$ cat config.mk
export PLATFORM = sky130hd
export DESIGN_NAME = dht11_read_ctrl_flat
export DESIGN_NICKNAME = d
export VERILOG_FILES = /design/src/rtl/dht11_read_ctrl_if.sv /design/src/rtl/dht11_read_ctrl.sv /design/src/flat_wrapper.sv
export SDC_FILE = /design/constraint.sdc
export NUM_CORES = 1
export LEC_CHECK = 0
export BUFFER_PORTS_ARGS = -buffer_cell sky130_fd_sc_hd__buf_2
export CAP_MARGIN = 20
export CORE_MARGIN = 10
export CORE_UTILIZATION = 55
export DETAILED_ROUTE_END_ITERATION = 12
export PLACE_DENSITY = 0.74
export SYNTH_ARGS = -nofsm -noshare
export SYNTH_HDL_FRONTEND = slang
export SYNTH_SLANG_ARGS = --single-unit
export TNS_END_PERCENT = 30
$ cat constraint.sdc
create_clock -name clk -period 4.67 [get_ports clk]
set_input_delay 0.467 -clock clk [delete_from_list [all_inputs] [get_ports clk]]
set_output_delay 0.467 -clock clk [all_outputs]
set_load 0.02 [all_outputs]
$ cat src/rtl/dht11_read_ctrl_if.sv
// Request/result bundle between the DHT11 read controller and its consumer
// (display or UART side): read request in, status pulses and frame bytes out.
interface dht11_read_ctrl_if;
   logic       en_set;
   logic       busy;
   logic       done;
   logic       err;
   logic [2:0] err_code;
   logic [7:0] hum_int;
   logic [7:0] hum_dec;
   logic [7:0] temp_int;
   logic [7:0] temp_dec;
   logic       chk_ok;

   modport master (
      output en_set,
      input  busy, done, err, err_code,
      input  hum_int, hum_dec, temp_int, temp_dec, chk_ok
   );

   modport slave (
      input  en_set,
      output busy, done, err, err_code,
      output hum_int, hum_dec, temp_int, temp_dec, chk_ok
   );
endinterface

$ cat src/rtl/dht11_read_ctrl.sv
// DHT11 single-wire read sequencer: start pulse, response handshake, 40-bit
// capture and checksum, with its own pad synchronizer and microsecond timebase.
module dht11_read_ctrl #(
   parameter int CLK_PER_US   = 100,
   parameter int T_START_US   = 18000,
   parameter int T_TO_US      = 100,
   parameter int T_BIT_THR_US = 50
) (
   input  logic             clk,
   input  logic             rst,
   input  logic             dq_in,
   output logic             dq_oe,
   dht11_read_ctrl_if.slave bus
);

   localparam int PW = (CLK_PER_US > 1) ? $clog2(CLK_PER_US) : 1;
   localparam logic [PW-1:0] PRESC_LAST = PW'(CLK_PER_US - 1);
   localparam logic [14:0]   START_CNT  = 15'(T_START_US);
   localparam logic [14:0]   TO_CNT     = 15'(T_TO_US);
   localparam logic [14:0]   THR_CNT    = 15'(T_BIT_THR_US);
   localparam logic [14:0]   CNT_MAX    = 15'h7FFF;

   typedef enum logic [3:0] {
      IDLE,
      START_LOW,
      WAIT_RESP,
      RESP_LOW,
      RESP_HIGH,
      BIT_LOW,
      BIT_HIGH,
      FINISH,
      FAULT
   } state_t;

   state_t        state_reg, state_next;

   logic          sync1_reg, sync2_reg, hist_reg;
   logic          rise, fall;

   logic [PW-1:0] presc_reg, presc_next;
   logic          us_tick;
   logic [14:0]   us_cnt_reg, us_cnt_inc, us_cnt_next;
   logic          entry;
   logic          timeout;

   logic [38:0]   shift_reg;
   logic [39:0]   frame_next;
   logic [5:0]    idx_reg;
   logic          bit_val;
   logic [7:0]    frame_byte [5];
   logic [7:0]    sum_calc;
   logic          sum_ok;

   logic          accept;
   logic          take_bit;
   logic          last_bit;
   logic [2:0]    fault_code;

   logic          done_reg, err_reg, chk_ok_reg;
   logic [2:0]    err_code_reg;
   logic [7:0]    hum_int_reg, hum_dec_reg, temp_int_reg, temp_dec_reg;

   // Edges come from the synchronized level against a one-cycle history.
   assign rise = sync2_reg & ~hist_reg;
   assign fall = ~sync2_reg & hist_reg;

   assign us_tick    = (presc_reg == PRESC_LAST);
   assign presc_next = us_tick ? '0 : presc_reg + 1'b1;
   assign us_cnt_inc = (us_tick && us_cnt_reg != CNT_MAX) ? us_cnt_reg + 15'd1 : us_cnt_reg;
   assign entry      = (state_next != state_reg);
   assign us_cnt_next = entry ? 15'd0 : us_cnt_inc;
   assign timeout    = (us_cnt_reg == TO_CNT);

   // The falling edge lands on the last cycle of the high phase, so the count
   // including this cycle's tick is the full high time in microseconds.
   assign bit_val    = (us_cnt_inc > THR_CNT);
   assign frame_next = {shift_reg, bit_val};
   assign last_bit   = (idx_reg == 6'd39);

   genvar gi;
   generate
      for (gi = 0; gi < 5; gi++) begin : g_byte
         assign frame_byte[gi] = frame_next[8*gi +: 8];
      end
   endgenerate

   assign sum_calc = frame_byte[4] + frame_byte[3] + frame_byte[2] + frame_byte[1];
   assign sum_ok   = (sum_calc == frame_byte[0]);

   always_comb begin
      state_next = state_reg;
      accept     = 1'b0;
      take_bit   = 1'b0;
      fault_code = 3'd0;
      dq_oe      = 1'b0;
      case (state_reg)
         IDLE: begin
            if (bus.en_set) begin
               accept     = 1'b1;
               state_next = START_LOW;
            end
         end
         START_LOW: begin
            if (us_cnt_reg == START_CNT) begin
               state_next = WAIT_RESP;
            end else begin
               dq_oe = 1'b1;
            end
         end
         WAIT_RESP: begin
            if (fall) begin
               state_next = RESP_LOW;
            end else if (timeout) begin
               state_next = FAULT;
               fault_code = 3'd1;
            end
         end
         RESP_LOW: begin
            if (rise) begin
               state_next = RESP_HIGH;
            end else if (timeout) begin
               state_next = FAULT;
               fault_code = 3'd2;
            end
         end
         RESP_HIGH: begin
            if (fall) begin
               state_next = BIT_LOW;
            end else if (timeout) begin
               state_next = FAULT;
               fault_code = 3'd2;
            end
         end
         BIT_LOW: begin
            if (rise) begin
               state_next = BIT_HIGH;
            end else if (timeout) begin
               state_next = FAULT;
               fault_code = 3'd3;
            end
         end
         BIT_HIGH: begin
            if (fall) begin
               take_bit   = 1'b1;
               state_next = last_bit ? FINISH : BIT_LOW;
            end else if (timeout) begin
               state_next = FAULT;
               fault_code = 3'd3;
            end
         end
         FINISH:  state_next = IDLE;
         FAULT:   state_next = IDLE;
         default: state_next = IDLE;
      endcase
   end

   // Result registers load on entry to FINISH/FAULT so the pulse, its code
   // and the frame bytes all appear together while busy is still high.
   always_ff @(posedge clk) begin
      if (!rst) begin
         state_reg    <= IDLE;
         sync1_reg    <= 1'b0;
         sync2_reg    <= 1'b0;
         hist_reg     <= 1'b0;
         presc_reg    <= '0;
         us_cnt_reg   <= 15'd0;
         shift_reg    <= 39'd0;
         idx_reg      <= 6'd0;
         done_reg     <= 1'b0;
         err_reg      <= 1'b0;
         err_code_reg <= 3'd0;
         chk_ok_reg   <= 1'b0;
         hum_int_reg  <= 8'd0;
         hum_dec_reg  <= 8'd0;
         temp_int_reg <= 8'd0;
         temp_dec_reg <= 8'd0;
      end else begin
         state_reg  <= state_next;
         sync1_reg  <= dq_in;
         sync2_reg  <= sync1_reg;
         hist_reg   <= sync2_reg;
         presc_reg  <= entry ? '0 : presc_next;
         us_cnt_reg <= us_cnt_next;
         done_reg   <= 1'b0;
         err_reg    <= 1'b0;

         if (accept) begin
            idx_reg      <= 6'd0;
            shift_reg    <= 39'd0;
            err_code_reg <= 3'd0;
         end

         if (take_bit) begin
            shift_reg <= frame_next[38:0];
            idx_reg   <= idx_reg + 6'd1;
            if (last_bit) begin
               if (sum_ok) begin
                  hum_int_reg  <= frame_byte[4];
                  hum_dec_reg  <= frame_byte[3];
                  temp_int_reg <= frame_byte[2];
                  temp_dec_reg <= frame_byte[1];
                  chk_ok_reg   <= 1'b1;
                  done_reg     <= 1'b1;
               end else begin
                  chk_ok_reg   <= 1'b0;
                  err_reg      <= 1'b1;
                  err_code_reg <= 3'd4;
               end
            end
         end

         if (fault_code != 3'd0) begin
            err_reg      <= 1'b1;
            err_code_reg <= fault_code;
         end
      end
   end

   assign bus.busy     = (state_reg != IDLE);
   assign bus.done     = done_reg;
   assign bus.err      = err_reg;
   assign bus.err_code = err_code_reg;
   assign bus.chk_ok   = chk_ok_reg;
   assign bus.hum_int  = hum_int_reg;
   assign bus.hum_dec  = hum_dec_reg;
   assign bus.temp_int = temp_int_reg;
   assign bus.temp_dec = temp_dec_reg;

endmodule

$ cat src/flat_wrapper.sv
// flat-port wrapper written by rule: the top's interface ports become plain ports
module dht11_read_ctrl_flat 
#(
   parameter int CLK_PER_US   = 100,
   parameter int T_START_US   = 18000,
   parameter int T_TO_US      = 100,
   parameter int T_BIT_THR_US = 50
)
  (clk, rst, dq_in, dq_oe, bus_en_set, bus_busy, bus_done, bus_err, bus_err_code, bus_hum_int, bus_hum_dec, bus_temp_int, bus_temp_dec, bus_chk_ok);
  dht11_read_ctrl_if bus_i ();
  input  logic clk;
  input  logic rst;
  input  logic dq_in;
  output logic dq_oe;
  input wire logic [$bits(bus_i.en_set)-1:0] bus_en_set;
  output wire logic [$bits(bus_i.busy)-1:0] bus_busy;
  output wire logic [$bits(bus_i.done)-1:0] bus_done;
  output wire logic [$bits(bus_i.err)-1:0] bus_err;
  output wire logic [$bits(bus_i.err_code)-1:0] bus_err_code;
  output wire logic [$bits(bus_i.hum_int)-1:0] bus_hum_int;
  output wire logic [$bits(bus_i.hum_dec)-1:0] bus_hum_dec;
  output wire logic [$bits(bus_i.temp_int)-1:0] bus_temp_int;
  output wire logic [$bits(bus_i.temp_dec)-1:0] bus_temp_dec;
  output wire logic [$bits(bus_i.chk_ok)-1:0] bus_chk_ok;
  assign bus_i.en_set = bus_en_set;
  assign bus_busy = bus_i.busy;
  assign bus_done = bus_i.done;
  assign bus_err = bus_i.err;
  assign bus_err_code = bus_i.err_code;
  assign bus_hum_int = bus_i.hum_int;
  assign bus_hum_dec = bus_i.hum_dec;
  assign bus_temp_int = bus_i.temp_int;
  assign bus_temp_dec = bus_i.temp_dec;
  assign bus_chk_ok = bus_i.chk_ok;
  dht11_read_ctrl #(.CLK_PER_US(CLK_PER_US), .T_START_US(T_START_US), .T_TO_US(T_TO_US), .T_BIT_THR_US(T_BIT_THR_US)) u_core (.clk(clk), .rst(rst), .dq_in(dq_in), .dq_oe(dq_oe), .bus(bus_i));
endmodule
Yosys cells after proc, flatten, opt, wreduce, memory -nomap -nowiden --
Cells that the tools add are included.
Cells by class: add/subtract/negate cells 6, $lt $le $gt $ge 1, eq/ne operators 13, muxes and demuxes 40, bitwise gates (word level) 5, reduce and logical (&&, ||, !) cells 10
Operators with widths (count):
- 39-bit two-way mux | 2
- 4-bit two-way mux | 8
- 3-bit two-way mux | 10
- 4-bit case mux with 7 select lines | 1
- 8-bit adder | 3
- 15-bit by 1-bit adder with 15-bit output, second input constant | 1
- 15-bit == test, second input constant | 1
- 15-bit by 7-bit == test with 1-bit output, second input constant | 1
- 15-bit by 6-bit greater-than comparator with 1-bit output, second input constant | 1
- 15-bit two-way mux | 1
- 15-bit inequality test, second input constant | 1
- 3-bit case mux with 5 select lines | 1
- 4-bit by 3-bit == test with 1-bit output, second input constant | 3
- 1-bit two-way mux | 12
- 6-bit two-way mux | 2
- 4-bit by 2-bit == test with 1-bit output, second input constant | 2
- 8-bit == test | 1
- 7-bit by 1-bit adder with 7-bit output, second input constant | 1
- 7-bit == test, second input constant | 1
- 6-bit by 1-bit adder with 6-bit output, second input constant | 1
- 6-bit == test, second input constant | 1
- 2-bit two-way mux | 3
- 3-bit AND reduction | 2
- 4-bit by 1-bit == test with 1-bit output, second input constant | 1
- other kinds (11) | 14
Storage, ports and cells: bits in registers 112, bits of input ports 4

Logic depth before layout (Yosys ltp) --
Gate-level depths: netlist of run 1.
depth after elaboration 9, gate-level depth with buffers 15

Worst setup path after synthesis of run 1 --
Ideal clock, no wire load.
path type register to register, start reg u_core.shift_reg[8], end reg u_core.hum_dec_reg[0] (netlist: u_core.bus.hum_dec[0]), setup time 72 ps, data arrival time 3980 ps, path slack 618 ps, cell stages (with the launch flop) 16, path buffers 1, cells stage by stage dfxtp_1 -> fa_1 -> inv_1 -> fa_1 -> inv_1 -> ha_1 -> fa_1 -> a21o_1 -> a21oi_1 -> xnor2_1 -> nand4_1 -> nor4_1 -> nand3b_1 -> mux2i_4 -> buf_12 -> mux2i_1
On the way: word-level cells in the longest chain between the ends 3
RTL lines:
- from (decl) | RTL line dht11_read_ctrl.sv:46 | logic [38:0] shift_reg;
- from (signal assigned) | RTL line dht11_read_ctrl.sv:194 | shift_reg <= frame_next[38:0];
- 8-bit adder | RTL line dht11_read_ctrl.sv:87 | assign sum_calc = frame_byte[4] + frame_byte[3] + frame_byte[2] + frame_byte[1];
- 8-bit == test | RTL line dht11_read_ctrl.sv:88 | assign sum_ok = (sum_calc == frame_byte[0]);
- 3-bit AND reduction (no source line)
- to (signal assigned) | RTL line dht11_read_ctrl.sv:199 | hum_dec_reg <= frame_byte[3];
- to (decl) | RTL line dht11_read_ctrl.sv:61 | logic [7:0] hum_int_reg, hum_dec_reg, temp_int_reg, temp_dec_reg;
No other way between the ends. A chain may end at the register's enable or synchronous reset.

Worst setup path after layout of run 1 --
start reg u_core.shift_reg[8], end reg u_core.temp_dec_reg[5] (netlist: u_core.bus.temp_dec[5])
On the way: word-level cells in the longest chain between the ends 3
RTL lines:
- 8-bit adder | RTL line dht11_read_ctrl.sv:87
- 8-bit == test | RTL line dht11_read_ctrl.sv:88
- 3-bit AND reduction (no source line)
- to (signal assigned) | RTL line dht11_read_ctrl.sv:201 | temp_dec_reg <= frame_byte[1];
- to (decl) | RTL line dht11_read_ctrl.sv:61
No other way between the ends.

==> flow_summary.yaml, run 1 <==
floorplan:
  io_pins: 44
  rows: 36
  die_h_um: 120
  initial_core_util: 0.567
  die_area_um2: 14500
  core_area_um2: 9770
  die_x_um: 120
detailed_routing:
  drc: 0
  dr.pass1.iters: 4
  avgRoutedWirePerCell_um: 15.1
  drt_iter0_markers: 419
  vias: 4367
  detail-route-antenna-nets: 0
  vias_per_cell: 5.59
  routed_wl_mm: 11.8
min_path:
  hp-class: "in -> reg"
  holdPathStages: 2
synth:
  syn_nets: 651
  synthFlopType: "dfxtp_1"
  synth_area_leader_cell: "dfxtp_1"
  ys_types: 64
  ys_seq_area_frac: 0.405
  synth-async-reset-ratio: 0
  synth_area_um2: 5540
  synth_top_area_share: 0.405
  synth_edf_count: 0
  synth_area_leaders: "dfxtp_1 (40%), mux2i_1 (6.0%), nand2_1 (5.9%), nor2_1 (5.7%), a22oi_1 (5.6%)"
  synthCells: 622
  yosys_warnings: 0
  syn_avg_cell_area_um2: 8.91
  synth_seq_cells: 112
  synth_most_common_cell: "dfxtp_1"
  synth_top_cells_by_count: "dfxtp_1 (112), nand2_1 (87), nor2_1 (84)"
setup_path:
  arrival_ns: 4.53
  cp-end-kind: "flop"
  slowest_stage: "fa_1"
  crit_path_start_kind: "flop"
  worstPathMaxFanout: 17
  worstSetupPathType: "reg -> reg"
  reg2regPathDepth: 15
  cp_slowest_stage_delay_ns: 0.55
  path_buf_inv: 3
  crit_path_cell_trace: "fa_1 -> inv_1 -> fa_1 -> inv_1 -> ha_1 -> fa_1 -> a21o_1 -> a21oi_1 -> xnor2_1 -> nand4_1 -> nor4_2 -> nand3_1 -> mux2i_4 -> buf_4 -> mux2i_1"
  cp_num_cells: 15
  critPathMostFrequentCell: "fa_1"
  crit_family: "adder cells"
  worstPathRequired_ns: 4.98
job:
  max_cap_violations: 0
final_layout:
  fin_util: 0.609
  syn_to_final_growth_pct: 7.31
  largest_reg_flops: 39
  final_nets: 672
  num-fill-cells: 887
  n_antenna_cell: 0
  drive_gt1_frac: 0.122
timing:
  max_freq_mhz: 237
  fin_skew_ns: 0.0113
  finalCritPeriodShare: 0.905
  slew_headroom: 0.489
  period_minus_slack_ns: 4.22
  final_max_slew_viol_count: 0
  finalSetupTns_ns: 0
  hold_viol: 0
  grt_setup_unrepaired: "no"
  setup_viol: 0
  max_slew.worst_pin.slew_ns: 0.759
  whs_ns: 0.316
  setup_ws_ns: 0.446
placement:
  dp_hpwl_mm: 8.34
  pre_cts_slack_ns: 0.253
  port_buffers: 43
  gp_congestion: 0.863
grt:
  grt-ovfl-total: 0
  grtUsageTotal: 0.161
  antenna_found_initial: 0
  grt_max_degree: 77
  grt_pass1_vias: 4291
  grt_pass1_wl_mm: 19.9
clock_network:
  postCtsSetupBuffers: 0
  cts-resized-gates: 0
  path_clk_slew_ns: 0.11
  clock_latency_ns: 0.37
  cts-root-buf: "clkbuf_8"
  hold_buffers: 0
  cts_inserted_buffers: 9
  cts_max_path_buffers: 2
  cts_tree: "yes"
  h-tree-depth: 3
  cts.sink_count: 112
power:
  ir_drop_mv: 0.183
  power_density_nw_per_um2: 263
  p_leak_nw: 2.25
run_status:
  outcome: "completed"
## cells by family after synthesis
family          Yosys count  share of synthesized area
compound gates           99                      0.123
fa+ha+maj                25                     0.0754
simple gates            255                      0.220
buf+inv                  58                     0.0521
xor+xnor                 39                     0.0616
flops                   112                      0.405
mux                      34                     0.0637
## final timing paths
| path | from | endpoint | slack, ns |
|---|---|---|---|
| setup / recovery | u_core.shift_reg[8] | u_core.bus.temp_dec[5] | 0.45 |
| hold / removal | dq_in | u_core.sync1_reg | 0.32 |
| setup reg to reg | u_core.shift_reg[8] | u_core.bus.temp_dec[5] | 0.45 |
| hold reg to reg | u_core.sync1_reg | u_core.sync2_reg | 0.45 |
## cell usage in the layout (no fill, tap or decap), types with 3 or more instances in the layout
cell type and n:
buf_4 6, nor3_1 10, nand2b_1 4, xor2_1 10
nor4_1 4, clkinv_4 3, or3_1 4, buf_2 43
nand2_1 87, nor2b_1 6, a21oi_1 25, mux2i_1 33
nand4_1 7, fa_1 14, a22oi_1 41, nor2_1 83
nor4_2 4, inv_1 18, dfxtp_1 112, o21ai_0 8
and3_2 3, clkbuf_8 10, ha_1 11, xnor2_1 29
and4_1 4, nand3_1 16, and2_1 6
## worst register-to-register path: stages, from the launching register on
cell and delay [ns]:
dfxtp_1 0.37, fa_1 0.55, inv_1 0.05, fa_1 0.49, inv_1 0.04, ha_1 0.22
fa_1 0.40, a21o_1 0.18, a21oi_1 0.23, xnor2_1 0.16, nand4_1 0.13, nor4_2 0.42
nand3_1 0.19, mux2i_4 0.18, buf_4 0.31, mux2i_1 0.24
## power breakdown
part / internal [mW] / switching [mW]
logic: 0.0108 / 0.0377
clock network: 0.214 / 0.340
registers: 0.958 / 0.00450
total: 1.18 / 0.382
## routing by layer
| layer | wire length [um] | track usage | part of all wire | up-vias |
|---|---|---|---|---|
| met5 | 0 | 0 | 0 | - |
| met4 | 204 | 0.0566 | 0.017 | 0 |
| met3 | 398 | 0.0307 | 0.034 | 19 |
| met2 | 5870 | 0.284 | 0.50 | 77 |
| met1 | 5330 | 0.192 | 0.45 | 2094 |
| li1 | - | - | - | 2177 |
## stage by stage
step                cell area (um^2)  instances  power [mW]
floorplan                       5540        622        1.02
global placement                5760        765        1.03
detailed placement              5760        765        1.03
CTS                             5940        781        1.57
global route                    5950        781        1.62
finish                          5950        781        1.56
## layout make-up
type / count / area [um^2] / share of cell area
clock buffers: 11 / 141 / 0.0238
clock inverters: 5 / 40.0 / 0.00673
inverters: 19 / 71.3 / 0.0120
multi-input cells: 452 / 3030 / 0.509
flip-flops and latches: 112 / 2240 / 0.377
well taps: 133 / 166 / 0.0280
repair buffers: 49 / 260 / 0.0438
(Power assumes the default switching activity.)
==> run 2: changes to the inputs <==
ABC_AREA = 1   (was not set)
CAP_MARGIN = not set   (was 20)
SETUP_SLACK_MARGIN = 0.4   (was not set)
==> flow_summary.yaml, run 2 <==
run_status:
  outcome: "completed"
synth:
  syn_nets: 787
  synth_top_area_share: 0.411
  synthCells: 758
  synth-async-reset-ratio: 0
  synth_edf_count: 0
  ys_types: 35
  synth_area_um2: 5460
  synth_most_common_cell: "nand2_1"
  synth_area_leader_cell: "dfxtp_1"
  synthFlopType: "dfxtp_1"
  ys_seq_area_frac: 0.411
  synth_seq_cells: 112
  synth_top_cells_by_count: "nand2_1 (249), dfxtp_1 (112), a21oi_1 (91)"
  syn_avg_cell_area_um2: 7.20
  synth_area_leaders: "dfxtp_1 (41%), nand2_1 (17%), a21oi_1 (8.3%), inv_1 (5.3%), fa_1 (5.1%)"
  yosys_warnings: 0
timing:
  max_slew.worst_pin.slew_ns: 1.16
  slew_headroom: 0.224
  hold_viol: 0
  max_freq_mhz: 258
  setup_ws_ns: 0.793
  finalSetupTns_ns: 0
  finalCritPeriodShare: 0.830
  setup_viol: 0
  final_max_slew_viol_count: 0
  fin_skew_ns: 0.0137
  period_minus_slack_ns: 3.88
  grt_setup_unrepaired: "no"
setup_path:
  worstPathRequired_ns: 4.97
  r2r_start: "u_core.shift_reg[8]"
  startpoint: "u_core.shift_reg[8]"
  r2r-end: "u_core.bus.temp_int[5]"
  reg2regPathDepth: 17
  ff2ff_setup_slack_ns: 0.79
  cp-end-kind: "flop"
  worstPathMaxFanout: 32
  crit_path_cell_trace: "fa_1 -> inv_1 -> fa_1 -> inv_1 -> ha_1 -> fa_1 -> a21oi_1 -> o21ai_0 -> xor2_1 -> nor2_1 -> nor3_1 -> nand3b_1 -> nor2_1 -> nand3_4 -> clkinv_2 -> nand2_1 -> a21oi_1"
  slowest_stage: "fa_1"
  cp_slowest_stage_delay_ns: 0.53
  critPathMostFrequentCell: "fa_1"
  arrival_ns: 4.18
  crit_path_start_kind: "flop"
  worstSetupPathType: "reg -> reg"
grt:
  antenna_found_initial: 0
  grt-ovfl-total: 0
  grt_pass1_vias: 4449
  grt_pass1_wl_mm: 20.2
  grt_max_degree: 56
  grtUsageTotal: 0.165
final_layout:
  final_common_cell: "nand2_1"
  drive_gt1_frac: 0.0947
  n_antenna_cell: 0
  fin_util: 0.608
  final_nets: 816
  largest_reg_flops: 39
  stdcell_count: 925
  syn_to_final_growth_pct: 8.30
  mostFrequentLayoutCells: "nand2_1 (249), dfxtp_1 (112), a21oi_1 (91)"
floorplan:
  die_area_um2: 14300
  initial_core_util: 0.561
  rows: 36
  die_h_um: 120
  io_pins: 44
  core_area_um2: 9730
  die_x_um: 120
clock_network:
  h-tree-depth: 3
  cts_inserted_buffers: 9
  cts-root-buf: "clkbuf_8"
  cts_max_path_buffers: 2
  clock_latency_ns: 0.38
  cts-resized-gates: 0
  hold_buffers: 0
  cts_tree: "yes"
  cts.sink_count: 112
  path_clk_slew_ns: 0.11
  postCtsSetupBuffers: 0
min_path:
  hp-class: "in -> reg"
  hold_start: "dq_in"
  holdPathStages: 3
  hold_end: "u_core.sync1_reg"
detailed_routing:
  vias_per_cell: 5.09
  routed_wl_mm: 11.6
  dr_wl_met2_mm: 5.21
  dr.pass1.iters: 5
  avgRoutedWirePerCell_um: 12.6
  vias: 4709
  drt_iter0_markers: 280
  drc: 0
  detail-route-antenna-nets: 0
  m1WireLength_mm: 5.45
  routed.top_layer: "met4"
  wl_met3_um: 794
placement:
  dp_cells: 909
  pre_cts_slack_ns: 0.785
  gp_congestion: 0.956
  port_buffers: 43
  dp_hpwl_mm: 8.40
job:
  max_cap_violations: 0
power:
  p_leak_nw: 2.52
  ir_drop_mv: 0.155
  power_density_nw_per_um2: 266
==> run 2: worst max path at each step <==
stage / to / slack, ns / cells past startpoint
floorplan: u_core.bus.hum_int[2] / 1.19 / 18
global placement: u_core.bus.temp_dec[1] / 0.91 / 17
detailed placement: u_core.bus.hum_dec[5] / 0.78 / 17
CTS: u_core.bus.hum_dec[5] / 0.74 / 17
global route: u_core.bus.hum_int[2] / 0.43 / 18
finish: u_core.bus.temp_int[5] / 0.79 / 17
==> run 2: per-stage QoR <==
stage / hold slack [ns] / power (mW) / instance area [um^2]
5_1_grt: 0.271 / 1.64 / 5910
4_1_cts: 0.264 / 1.59 / 5910
2_1_floorplan: 0.390 / 1.02 / 5460
3_5_place_dp: 0.403 / 1.03 / 5720
6_report: 0.277 / 1.57 / 5910
3_3_place_gp: 0.398 / 1.03 / 5720
==> run 2: worst max-delay path, delay by kind of cell, from the launching register on <==
kind / cells / cell delay [ns]
flip-flops: 1 / 0.36
adder cells (fa/ha/maj): 4 / 1.64
buffers and inverters: 3 / 0.42
XOR/XNOR: 1 / 0.20
AND/OR/NAND/NOR: 6 / 0.76
AO/OA/AOI/OAI: 3 / 0.42
==> run 2: final cells by class <==
type	count	area (um^2)
well taps	133	166
clock inverters	5	47.5
inverters	80	302
flip-flops and latches	112	2240
fillers	912	3820
repair buffers	47	245
multi-input cells	537	2770
clock buffers	11	141
==> run 2: logic make-up (layout without fill, tap and decap cells) <==
kind of cell	count (synthesis)	after routing	share of synthesized area
fa+ha+maj	25	25	0.0766
buf+inv	109	143	0.0823
xor+xnor	23	23	0.0369
simple gates	379	379	0.288
flops	112	112	0.411
compound gates	110	110	0.105
==> run 2: metal layers <==
layer / global-route usage / up-vias
met5: 0 / -
met4: 0.0566 / 0
met3: 0.0436 / 13
met2: 0.256 / 92
met1: 0.217 / 2157
li1: - / 2447
==> run 2: where the power goes <==
part           internal, mW  switching [mW]  leakage (nW)  total [mW]
sequential            0.958         0.00265         0.903       0.961
combinational       0.00937          0.0406          1.52      0.0500
clock                 0.221           0.343        0.0944       0.564
total                  1.19           0.386          2.52        1.57
